==> src/rtl/mem_port_arbiter_pkg.sv <==
`default_nettype none
// ============================================================================
// Module   : mem_port_arbiter_pkg
// Brief    : FSM state and port-owner encodings for the unified SRAM arbiter.
// Revision : 1.0 - initial release
// ============================================================================
package mem_port_arbiter_pkg;

    typedef enum logic [0:0] {
        ST_IDLE   = 1'b0,
        ST_ACCESS = 1'b1
    } arb_state_t;

    typedef enum logic [0:0] {
        OWNER_IF = 1'b0,
        OWNER_DM = 1'b1
    } arb_owner_t;

endpackage : mem_port_arbiter_pkg
`default_nettype wire

==> src/rtl/mem_port_arbiter.sv <==
`default_nettype none
// ============================================================================
// Module   : mem_port_arbiter
// Brief    : Shares one single-port I/D SRAM between the fetch and load/store
//            ports; one access at a time, fixed read latency, starvation guard.
// Revision : 1.0 - initial release
// ============================================================================
module mem_port_arbiter
    import mem_port_arbiter_pkg::*;
#(
    parameter int AW           = 32,
    parameter int DW           = 32,
    parameter int MEM_LAT      = 2,
    parameter int STARVE_LIMIT = 4
) (
    input  logic              clk,
    input  logic              rst,
    // fetch port
    input  logic              if_req_i,
    input  logic [AW-1:0]     if_addr_i,
    input  logic              if_flush_i,
    output logic              if_rsp_valid_o,
    output logic [DW-1:0]     if_rdata_o,
    output logic              if_stall_o,
    // load/store port
    input  logic              dm_req_i,
    input  logic              dm_we_i,
    input  logic [DW/8-1:0]   dm_be_i,
    input  logic [AW-1:0]     dm_addr_i,
    input  logic [DW-1:0]     dm_wdata_i,
    output logic              dm_rsp_valid_o,
    output logic [DW-1:0]     dm_rdata_o,
    output logic              dm_stall_o,
    // SRAM side
    output logic              mem_req_o,
    output logic              mem_we_o,
    output logic [DW/8-1:0]   mem_be_o,
    output logic [AW-1:0]     mem_addr_o,
    output logic [DW-1:0]     mem_wdata_o,
    input  logic [DW-1:0]     mem_rdata_i
);

    localparam int c_BW = DW / 8;
    localparam int c_CW = $clog2(MEM_LAT + 1);
    localparam int c_SW = $clog2(STARVE_LIMIT + 1);

    localparam logic [c_CW-1:0] c_CNT_LOAD   = c_CW'(MEM_LAT);
    localparam logic [c_CW-1:0] c_CNT_ONE    = c_CW'(1);
    localparam logic [c_SW-1:0] c_STARVE_MAX = c_SW'(STARVE_LIMIT);
    localparam logic [c_SW-1:0] c_STARVE_ONE = c_SW'(1);

    arb_state_t         r_state,    w_state_nxt;
    arb_owner_t         r_owner,    w_owner_nxt;
    logic [c_CW-1:0]    r_cnt,      w_cnt_nxt;
    logic [c_SW-1:0]    r_starve,   w_starve_nxt;
    logic               r_kill,     w_kill_nxt;

    logic               r_mem_req,   w_mem_req_nxt;
    logic               r_mem_we,    w_mem_we_nxt;
    logic [c_BW-1:0]    r_mem_be,    w_mem_be_nxt;
    logic [AW-1:0]      r_mem_addr,  w_mem_addr_nxt;
    logic [DW-1:0]      r_mem_wdata, w_mem_wdata_nxt;

    logic               w_any_req;
    logic               w_pick_if;
    logic               w_resp_cycle;
    logic               w_if_rsp;
    logic               w_dm_rsp;
    logic               w_kill_inflight;

    // Data normally wins (it belongs to the older instruction) unless fetch
    // has already lost STARVE_LIMIT grants in a row.
    assign w_any_req = if_req_i | dm_req_i;
    assign w_pick_if = if_req_i & (~dm_req_i | (r_starve == c_STARVE_MAX));

    assign w_resp_cycle = ~rst & (r_state == ST_ACCESS) & (r_cnt == '0);
    assign w_if_rsp     = w_resp_cycle & (r_owner == OWNER_IF) & ~r_kill & ~if_flush_i;
    assign w_dm_rsp     = w_resp_cycle & (r_owner == OWNER_DM);

    // A killed fetch still occupies the SRAM, so the fetch port must keep
    // stalling until the abandoned read has drained.
    assign w_kill_inflight = (r_state == ST_ACCESS) & (r_owner == OWNER_IF)
                           & (r_kill | if_flush_i);

    assign if_rsp_valid_o = w_if_rsp;
    assign if_rdata_o     = w_if_rsp ? mem_rdata_i : '0;
    assign if_stall_o     = ~rst & ((if_req_i & ~w_if_rsp) | w_kill_inflight);

    assign dm_rsp_valid_o = w_dm_rsp;
    assign dm_rdata_o     = w_dm_rsp ? mem_rdata_i : '0;
    assign dm_stall_o     = ~rst & dm_req_i & ~w_dm_rsp;

    assign mem_req_o   = r_mem_req;
    assign mem_we_o    = r_mem_we;
    assign mem_be_o    = r_mem_be;
    assign mem_addr_o  = r_mem_addr;
    assign mem_wdata_o = r_mem_wdata;

    always_ff @(posedge clk) begin
        if (rst) begin
            r_state     <= ST_IDLE;
            r_owner     <= OWNER_IF;
            r_cnt       <= '0;
            r_starve    <= '0;
            r_kill      <= 1'b0;
            r_mem_req   <= 1'b0;
            r_mem_we    <= 1'b0;
            r_mem_be    <= '0;
            r_mem_addr  <= '0;
            r_mem_wdata <= '0;
        end else begin
            r_state     <= w_state_nxt;
            r_owner     <= w_owner_nxt;
            r_cnt       <= w_cnt_nxt;
            r_starve    <= w_starve_nxt;
            r_kill      <= w_kill_nxt;
            r_mem_req   <= w_mem_req_nxt;
            r_mem_we    <= w_mem_we_nxt;
            r_mem_be    <= w_mem_be_nxt;
            r_mem_addr  <= w_mem_addr_nxt;
            r_mem_wdata <= w_mem_wdata_nxt;
        end
    end

    always_comb begin
        w_state_nxt     = r_state;
        w_owner_nxt     = r_owner;
        w_cnt_nxt       = r_cnt;
        w_starve_nxt    = r_starve;
        w_kill_nxt      = r_kill;
        w_mem_req_nxt   = 1'b0;
        w_mem_we_nxt    = r_mem_we;
        w_mem_be_nxt    = r_mem_be;
        w_mem_addr_nxt  = r_mem_addr;
        w_mem_wdata_nxt = r_mem_wdata;

        case (r_state)
            ST_IDLE: begin
                w_kill_nxt = 1'b0;
                if (!if_req_i) begin
                    w_starve_nxt = '0;
                end
                if (w_any_req) begin
                    w_state_nxt   = ST_ACCESS;
                    w_mem_req_nxt = 1'b1;
                    if (w_pick_if) begin
                        w_owner_nxt     = OWNER_IF;
                        w_mem_we_nxt    = 1'b0;
                        w_mem_be_nxt    = '1;
                        w_mem_addr_nxt  = if_addr_i;
                        w_mem_wdata_nxt = '0;
                        w_cnt_nxt       = c_CNT_LOAD;
                        w_starve_nxt    = '0;
                    end else begin
                        w_owner_nxt     = OWNER_DM;
                        w_mem_we_nxt    = dm_we_i;
                        w_mem_be_nxt    = dm_be_i;
                        w_mem_addr_nxt  = dm_addr_i;
                        w_mem_wdata_nxt = dm_wdata_i;
                        // stores are acknowledged in the strobe cycle itself
                        w_cnt_nxt       = dm_we_i ? '0 : c_CNT_LOAD;
                        if (if_req_i && (r_starve != c_STARVE_MAX)) begin
                            w_starve_nxt = r_starve + c_STARVE_ONE;
                        end
                    end
                end
            end

            ST_ACCESS: begin
                if (r_cnt == '0) begin
                    w_state_nxt = ST_IDLE;
                    w_kill_nxt  = 1'b0;
                end else begin
                    w_cnt_nxt = r_cnt - c_CNT_ONE;
                    if ((r_owner == OWNER_IF) && if_flush_i) begin
                        w_kill_nxt = 1'b1;
                    end
                end
            end

            default: begin
                w_state_nxt = ST_IDLE;
            end
        endcase
    end

endmodule : mem_port_arbiter
`default_nettype wire

==> config.mk <==
export PLATFORM = sky130hd
export DESIGN_NAME = mem_port_arbiter
export DESIGN_NICKNAME = d
export VERILOG_FILES = /design/src/rtl/mem_port_arbiter_pkg.sv /design/src/rtl/mem_port_arbiter.sv
export SDC_FILE = /design/constraint.sdc
export NUM_CORES = 1
export LEC_CHECK = 0
export CAP_MARGIN = 20
export CELL_PAD_IN_SITES_DETAIL_PLACEMENT = 2
export CELL_PAD_IN_SITES_GLOBAL_PLACEMENT = 2
export CORE_MARGIN = 10
export CORE_UTILIZATION = 18
export CTS_BUF_LIST = sky130_fd_sc_hd__clkbuf_16
export CTS_CLUSTER_DIAMETER = 150
export CTS_CLUSTER_SIZE = 12
export DETAILED_ROUTE_END_ITERATION = 7
export GPL_TIMING_DRIVEN = 0
export PLACE_DENSITY_LB_ADDON = 0.1
export SYNTH_ARGS = -nofsm -noshare
export SYNTH_HDL_FRONTEND = slang
export SYNTH_SLANG_ARGS = --single-unit
export TNS_END_PERCENT = 10
==> constraint.sdc <==
create_clock -name clk -period 1.7 [get_ports clk]
set_input_delay 0.34 -clock clk [delete_from_list [all_inputs] [get_ports clk]]
set_output_delay 0.34 -clock clk [all_outputs]
set_load 0.005 [all_outputs]
* Yosys cells after proc, flatten, opt, wreduce, memory -nomap -nowiden
Index checks and enable logic that the tools add are counted.
** Storage, ports and cells
- Flip-flop bits (word level) :: 78
- Bits in latches :: 0
- Bits in writable memories :: 0
- Memory bits (read-only) :: 0
- Input bits :: 138
- Output and inout bits :: 138
- Word-level logic and storage cells :: 70
- Memories :: 0
** Cells by class
- Add/subtract/negate cells :: 2
- $mul :: 0
- Div/mod/pow operators :: 0
- $lt $le $gt $ge :: 0
- Equal/unequal tests :: 5
- Shift-type cells :: 0
- Multiplexer cells :: 22
- Bitwise gates (word level) :: 25
- Reduce and logical (&&, ||, !) cells :: 6
** Operators with widths (count)
- 32-bit two-way mux :: 4
- 1-bit AND :: 13
- 3-bit two-way mux :: 4
- 2-bit two-way mux :: 4
- 1-bit NOT :: 8
- 1-bit two-way mux :: 6
- 4-bit two-way mux :: 1
- 2-bit inequality test, second input constant :: 2
- 1-bit OR :: 4
- 1-bit case mux with 2 select lines :: 2
- 2-bit case mux with 2 select lines :: 1
- 2-bit AND reduction :: 2
- 3-bit by 1-bit adder with 3-bit output, second input constant :: 1
- 3-bit == test, second input constant :: 1
- 3-bit by 1-bit inequality test with 1-bit output, second input constant :: 1
- 3-bit inequality test, second input constant :: 1
- 1-bit logical AND :: 2
- 2-bit zero test :: 1
- 2-bit OR reduction :: 1
- 2-bit by 1-bit subtractor with 2-bit output, second input constant :: 1

* Longest topological paths before layout
Gate-level depths: netlist of the first run.
- Depth after elaboration :: 10
- Gate-level depth with buffers :: 7

* Worst setup path before layout of the first run
OpenSTA, ideal clock, no wires.
- Path kind :: register -> output
- Start point :: reg r_cnt[0]
- End point :: out if_rdata_o[10]
- Arrival :: 1.302 ns
- Required time :: 1.360 ns
- Path slack :: 0.058 ns
- Cell stages (with the launch flop) :: 7
- Path buffers :: 1
- Path through :: dfxtp_1 -> inv_1 -> ha_1 -> nand3b_4 -> nor4_4 -> clkbuf_1 -> and2_1
** On the way
- Cells in the longest elaborated chain, start to end :: 6
** RTL lines
- start: declaration :: RTL line mem_port_arbiter.sv:54 : logic [c_CW-1:0] r_cnt, w_cnt_nxt;
- start signal: assignment :: RTL line mem_port_arbiter.sv:114 : r_cnt <= w_cnt_nxt;
- 2-bit zero test :: RTL line mem_port_arbiter.sv:76 : assign w_resp_cycle = ~rst & (r_state == ST_ACCESS) & (r_cnt == '0);
- 1-bit AND :: RTL line mem_port_arbiter.sv:76
- 1-bit AND (3 in series) :: RTL line mem_port_arbiter.sv:77 : assign w_if_rsp = w_resp_cycle & (r_owner == OWNER_IF) & ~r_kill & ~if_flush_i;
- 32-bit two-way mux :: RTL line mem_port_arbiter.sv:86 : assign if_rdata_o = w_if_rsp ? mem_rdata_i : '0;
- end: declaration :: RTL line mem_port_arbiter.sv:23 : output logic [DW-1:0] if_rdata_o,
Every way passes these cells.

* Final worst setup path of the first run
- Start point :: in if_req_i
- End point :: out if_stall_o
** On the way
- Cells in the longest elaborated chain, start to end :: 3
** RTL lines
- start: declaration :: RTL line mem_port_arbiter.sv:19 : input logic if_req_i,
- 1-bit AND :: RTL line mem_port_arbiter.sv:87 : assign if_stall_o = ~rst & ((if_req_i & ~w_if_rsp) | w_kill_inflight);
- 1-bit OR :: RTL line mem_port_arbiter.sv:87
- 1-bit AND :: RTL line mem_port_arbiter.sv:87
- end: declaration :: RTL line mem_port_arbiter.sv:24 : output logic if_stall_o,
Every way passes these cells.

==> metrics, run 1 <==
wire length per cell=around 22 microns; unrepaired setup endpoints after global routing=yes; Residual DRC=0; Root Buffer=clkbuf_16; gr ovfl total=0; Hold EP=mem_wdata_o[16]; DR iter-0 viols=roughly 130; CTS tree=yes; Initial Utilization=0.184; initial antenna violation count=2; Yosys reg bits=78; failing checks=setup timing; syn nets=roughly 620; CP Capture Type=output port; number of synthesized flops with an enable pin=0; Crit path buffers/inverters=4; Synth async-reset ratio=0; Final Hold Viols=0; Seq/Total Area, Yosys=0.403; post-placement cell area=approximately 0.007 sq mm; setup TNS=-25.99 ns; HPWL after DPL=about 18 mm; HP Start=mem_wdata_o[16]; min Tclk post-route=between 2 and 2.5 ns; hold crit path type=reg -> reg; post-synth cell types=38; Combinational Power Share=0.280; final setup margin=-0.543 ns; normalized max-slew margin=0.613; Max Cap Violations=0; PwrDens=718 mW/mm^2; Data required, critical path=between 1 and 1.5 ns; IO Pins=~280; setup violators final=74; R2R Setup Slk=-0.07 ns; CTS Hold Bufs=0; design area=around 0.0075 sq mm; reg-to-reg critical path startpoint=r_starve[0]; slowest CP cell=clkdlybuf4s50_1; sequential power share=0.383; core area=approximately 0.021 sq mm; Crit Path Category=in -> out; row count=53; Clock transition at path regs=roughly 0.060 ns; Max Slew Vio Count=0; CP Launch Type=input pin; drt first pass iters=4; Critical Path Source=if_req_i; latest clock arrival within the worst-skew pair=around 0.34 ns; Hold Path Cell Cnt=2; leakage=a little under 3 nW; Mapped Avg Cell Area=between 8 and 9 sq um; Peak supply drop=roughly 0.00044 V; status=finished with violations; share of the synthesized area in the top cell type=0.403; pin count of the biggest net entering global routing=14; H-tree Lvls=3; die area=between 0.02 and 0.03 sq mm; area grow syn2layout=94.8%; port buffer count=roughly 270; worst-margin pin slew=roughly 0.58 ns; DRT Wirelength=23.7 mm; vias in the first global route=5473; Die Ht=~170 microns; synthesis warning total=0; GRT Util Overall=0.162; Tcrit/Tclk final=1.32; Vias=~4900; CP top delay family=buffers and inverters; nets@finish=934; switching part of the total=0.297; ANT nets after route=0; first-pass GRT wire length=between 30 and 40 mm; P_sw=~0.0016 W; CP Max Fanout=10; post-synth top area cell=dfxtp_1; Syn Inst Count=481; reg2reg path depth=6; Num CTS Buffers=9; Worst Path Arrival=approximately 1.9 ns; GP Congestion=between 0.7 and 0.8; Clock Sinks=78; Synth Flop Type=dfxtp_1; RR Endpoint=mem_addr_o[9]; die width=167 microns; Int Pwr=0.00381 W; clock tree buffer depth=2; critical path cell sequence=clkdlybuf4s50_1, inv_1, clkbuf_4, a31o_2, a21oi_1, dlygate4sd2_1; Worst path max stage delay=approximately 0.55 ns; area of the mapped netlist=roughly 0.0039 sq mm; largest cells by area after synthesis=dfxtp_1 (40%), and2_1 (10%), a311oi_1 (7.2%); clock power share=0.338; clock skew=around 0.014 ns; fmax=~0.45 GHz; via density per instance=4.53; share of layout cells above drive strength 1=0.232
[power groups by stage]
| stage | Sequential [W] | Clock, W | Combinational (W) |
|---|---|---|---|
| 6_report | 0.00207 | 0.00183 | 0.00152 |
| 5_1_grt | 0.00209 | 0.00200 | 0.00165 |
| 4_1_cts | 0.00208 | 0.00189 | 0.00153 |
| 3_5_place_dp | 0.00212 | 0 | 0.00146 |
| 3_3_place_gp | 0.00210 | 0 | 0.00142 |
| 2_1_floorplan | 0.00212 | 0 | 0.000514 |
[metrics by stage]
step           setup slack (ns)  cells   util  hold slack, ns  total power (W)
2_1_floorplan            0.0584    481      -           0.453          0.00263
3_3_place_gp             -0.956   1030  0.330           0.443          0.00353
3_5_place_dp              -1.01   1030  0.330           0.452          0.00358
4_1_cts                  -0.708   1071  0.352           0.460          0.00549
5_1_grt                  -0.655   1073  0.358           0.481          0.00575
6_report                 -0.543   1074  0.358           0.455          0.00542
[cells in the mapped netlist, drive strengths merged (2+ instances only)]
master	number
nand3	32
dfxtp	78
nor2	43
a311oi	32
nand4	2
nand2	36
ha	3
o21ai	32
nor4	2
nor3	2
and2	64
inv	7
nand3b	2
a21oi	40
clkbuf	23
a211oi	5
buf	30
o211ai	34
[worst min-delay path, delay by kind of cell (launching register included)]
family           cells  cell delay [ns]
AND/OR/NAND/NOR      1             0.05
flip-flops           1             0.31
AO/OA/AOI/OAI        1             0.05
[area by class of cell]
class                           count  area, sq um
Antenna cell                        1         2.50
Buffer                             53          345
Clock buffer                        9          225
Clock inverter                      7         41.3
Fill cell                        2395        13500
Inverter                            7         26.3
Multi-Input combinational cell    344         2140
Sequential cell                    78         1560
Tap cell                          275          344
Timing Repair Buffer              300         2860
[state kept, by name (all words and copies together), names as in the netlist]
register / flops
mem_we_o: 1
r_owner: 1
r_kill: 1
r_state: 1
r_cnt: 2
mem_wdata_o: 32
mem_be_o: 4
r_starve: 3
mem_addr_o: 32
mem_req_o: 1
[routing by layer]
metal	part of all wire	wire, microns	up-vias	track usage
li1	-	-	2337	-
met1	0.43	10200	2339	0.191
met2	0.49	11700	176	0.281
met3	0.069	1640	9	0.0551
met4	0.0067	159	2	0.0275
met5	0.00055	13	-	0
[layout by cell type, fill, tap and decap left out, types with 32 or more instances in the layout]
cell type	count
a21oi_1	40
a311oi_1	32
and2_1	38
buf_2	46
buf_6	35
clkdlybuf4s50_1	205
dfxtp_1	76
nand2_1	35
nand3_1	32
nor2_1	42
o211ai_1	34
[worst max-delay path by stage]
stage	endpoint	slack, ns	cells past startpoint
2_1_floorplan	if_rdata_o[10]	0.06	6
3_3_place_gp	if_stall_o	-0.96	6
3_5_place_dp	if_rdata_o[16]	-1.01	5
4_1_cts	if_rdata_o[28]	-0.71	8
5_1_grt	if_rdata_o[16]	-0.65	9
6_report	if_stall_o	-0.54	6
[what timing repair did]
item                       4_1_cts  5_1_grt
setup endpoints to repair      143      139
pin swaps                       21       10
gates cloned                     6        1
gates resized for setup        310       60
setup buffers                   19        2
[cells by family (layout without fill, tap and decap cells)]
| kind of cell | Yosys count | count (layout) | share of synthesized area |
|---|---|---|---|
| and+or+nand+nor | 187 | 188 | 0.250 |
| buffers and inverters | 60 | 376 | 0.0710 |
| xor gates and xnor gates | 1 | 1 | 0.00226 |
| adders and majority gates | 3 | 3 | 0.00969 |
| AOI/OAI and AO/OA | 152 | 152 | 0.264 |
| DFF | 78 | 78 | 0.403 |
| other | 0 | 1 | 0 |
(Power assumes the default switching activity.)
==> inputs of run 2 (changes only) <==
--- a/config.mk
+++ b/config.mk
@@ -5,7 +5,6 @@
 export SDC_FILE = /design/constraint.sdc
 export NUM_CORES = 1
 export LEC_CHECK = 0
-export CAP_MARGIN = 20
 export CELL_PAD_IN_SITES_DETAIL_PLACEMENT = 2
 export CELL_PAD_IN_SITES_GLOBAL_PLACEMENT = 2
 export CORE_MARGIN = 10
==> results of run 2 <==
The final DEF is identical to that of run 1; final timing and power are the same.
==> inputs of run 3 (changes only) <==
--- a/config.mk
+++ b/config.mk
@@ -8,7 +8,7 @@
 export CELL_PAD_IN_SITES_DETAIL_PLACEMENT = 2
 export CELL_PAD_IN_SITES_GLOBAL_PLACEMENT = 2
 export CORE_MARGIN = 10
-export CORE_UTILIZATION = 18
+export CORE_UTILIZATION = 16
 export CTS_BUF_LIST = sky130_fd_sc_hd__clkbuf_16
 export CTS_CLUSTER_DIAMETER = 150
 export CTS_CLUSTER_SIZE = 12
==> constraint.sdc (replaced) <==
create_clock -name clk -period 1.8 [get_ports clk]
set_input_delay 0.36 -clock clk [delete_from_list [all_inputs] [get_ports clk]]
set_output_delay 0.36 -clock clk [all_outputs]
set_load 0.005 [all_outputs]
==> run 3 against run 2 <==
The flow still finishes with violations (setup timing). Global-route usage decreased by 1.0 points. Clock skew decreased by 0.00074 ns. Final cell count increased by 3.0%. Hold slack improved by 0.0052 ns. Critical endpoint is now if_rdata_o[22].
==> metrics, run 3 (same netlist as run 1, synthesis figures left out) <==
normalized max-slew margin=0.558; reg2reg path depth=6; final setup margin=-0.294 ns; Peak supply drop=~0.00042 V; clock tree buffer depth=2; met2 usage=0.260; die width=176 microns; H-tree Lvls=3; CP Launch Type=flop; port buffer count=274; pin count of the biggest net entering global routing=14; commonest non-fill, non-tap cell in the layout=clkdlybuf4s50_1; initial antenna violation count=4; Vias=~4900; setup violators final=68; vias in the first global route=~5500; DRT Wirelength=roughly 24 mm; Num CTS Buffers=9; Final Hold Viols=0; CP Max Fanout=8; worst-margin pin slew=around 0.66 ns; min Tclk post-route=~2.1 ns; share of layout cells above drive strength 1=0.219; first-pass GRT wire length=around 36 mm; ANT nets after route=0; area grow syn2layout=93.8%; met1 Use GR=0.174; RR Endpoint=mem_addr_o[16]; Worst Path Arrival=1.73 ns; wire length per cell=roughly 22 microns; via density per instance=4.44; IO Pins=approximately 280; clock skew=about 0.013 ns; PwrDens=717 mW/mm^2; Residual DRC=0; Critical Path Source=r_cnt[0]; Crit Path Category=reg -> out; nets@finish=slightly above 900; failing checks=setup timing; leakage=2.91 nW; Max Slew Vio Count=0; Die Ht=176 microns; commonest cells after routing, fill and taps aside=clkdlybuf4s50_1 (204), dfxtp_1 (76), buf_2 (55); R2R Setup Slk=0.08 ns; latest clock arrival within the worst-skew pair=between 0.3 and 0.4 ns; HPWL after DPL=between 15 and 20 mm; Total Power=0.00538 W; Clock Sinks=78; M3 GR Usage=0.0600; unrepaired setup endpoints after global routing=yes; CTS tree=yes; Initial Utilization=0.164; GP Congestion=0.768; Tcrit/Tclk final=1.16; GR peak layer=met2; die area=roughly 0.031 sq mm; core area=0.0237 sq mm; CP endpoint=if_rdata_o[22]; fmax=~0.48 GHz; CP Capture Type=output port; design area=~0.0075 sq mm; GRT Util Overall=0.151; Max Cap Violations=0; row count=56; status=finished with violations; gr ovfl total=0; hold crit path type=reg -> reg; DR iter-0 viols=155; Data required, critical path=around 1.4 ns; drt first pass iters=4; reg-to-reg critical path startpoint=r_starve[0]; Clock transition at path regs=around 0.07 ns; post-placement cell area=between 0.007 and 0.008 sq mm; Root Buffer=clkbuf_16
-- run 3: cell types whose count changed in the layout (fill, tap and decap cells not counted), moves of 4 or more --
cell and delta:
buf_2 +9, clkbuf_4 -4, buf_4 -10, clkbuf_2 -4, clkdlybuf4s15_2 -4
-- run 3: timing repair --
| action | 4_1_cts | 5_1_grt |
|---|---|---|
| setup endpoints to repair | 135 | 121 |
| setup buffers | 11 | 2 |
| pin swaps | 33 | 6 |
| gates cloned | 4 | 0 |
| resized for setup | 362 | 26 |
| hold buffers | 0 | 0 |
-- run 3: how the worst min path moves through the flow --
| stage | startpoint | endpoint | slack [ns] | cells after the start |
|---|---|---|---|---|
| final | mem_wdata_o[12] | mem_wdata_o[12] | 0.46 | 2 |
| after global routing | mem_wdata_o[28] | mem_wdata_o[28] | 0.48 | 2 |
| after floorplan | mem_wdata_o[0] | mem_wdata_o[0] | 0.45 | 2 |
| after CTS | mem_wdata_o[12] | mem_wdata_o[12] | 0.46 | 2 |
| after global placement | mem_wdata_o[22] | mem_wdata_o[22] | 0.44 | 2 |
| after detailed placement | mem_wdata_o[12] | mem_wdata_o[12] | 0.45 | 2 |
-- run 3: critical path: stages (launching register included) --
cell and delay, ns:
dfxtp_2 0.33, inv_2 0.06, ha_4 0.14, nand3b_4 0.10
nor4_4 0.15, buf_6 0.16, buf_6 0.12, buf_6 0.10
and2_1 0.10, buf_2 0.11
-- run 3: report_power, final --
| part | total, W | internal [W] | switching, W |
|---|---|---|---|
| clock network | 0.00200 | 0.00121 | 0.000796 |
| registers | 0.00196 | 0.00188 | 0.0000810 |
| logic | 0.00142 | 0.000782 | 0.000639 |
| total | 0.00538 | 0.00387 | 0.00152 |
-- run 3: final cells by class --
cell class                 count  area [sq um]
multi-input combinational    343          2130
tap                          319           399
antenna                        1          2.50
clock buffer                   9           225
fill                        2711         16200
timing repair buffer         290          2750
sequential                    78          1560
buffer                        52           320
clock inverter                 7          90.1
inverter                       7          26.3
-- run 3: routing by layer --
layer  vias up  part of all wire  wire length [microns]
met2       189              0.48                  11700
met3        16             0.085                   2070
li1       2317                 -                      -
met1      2384              0.42                  10200
met5         -           0.00054                     13
met4         2            0.0099                    240
-- run 3: per-stage QoR --
stage	utilization	hold WS [ns]	setup slack, ns	instances	TNS (ns)
after detailed placement	0.296	0.450	-1.01	1074	-82.49
final	0.317	0.460	-0.294	1106	-13.45
after CTS	0.314	0.463	-0.517	1105	-19.91
after global routing	0.317	0.485	-0.394	1105	-21.56
after floorplan	-	0.453	0.138	481	0
after global placement	0.296	0.443	-0.988	1074	-77.66
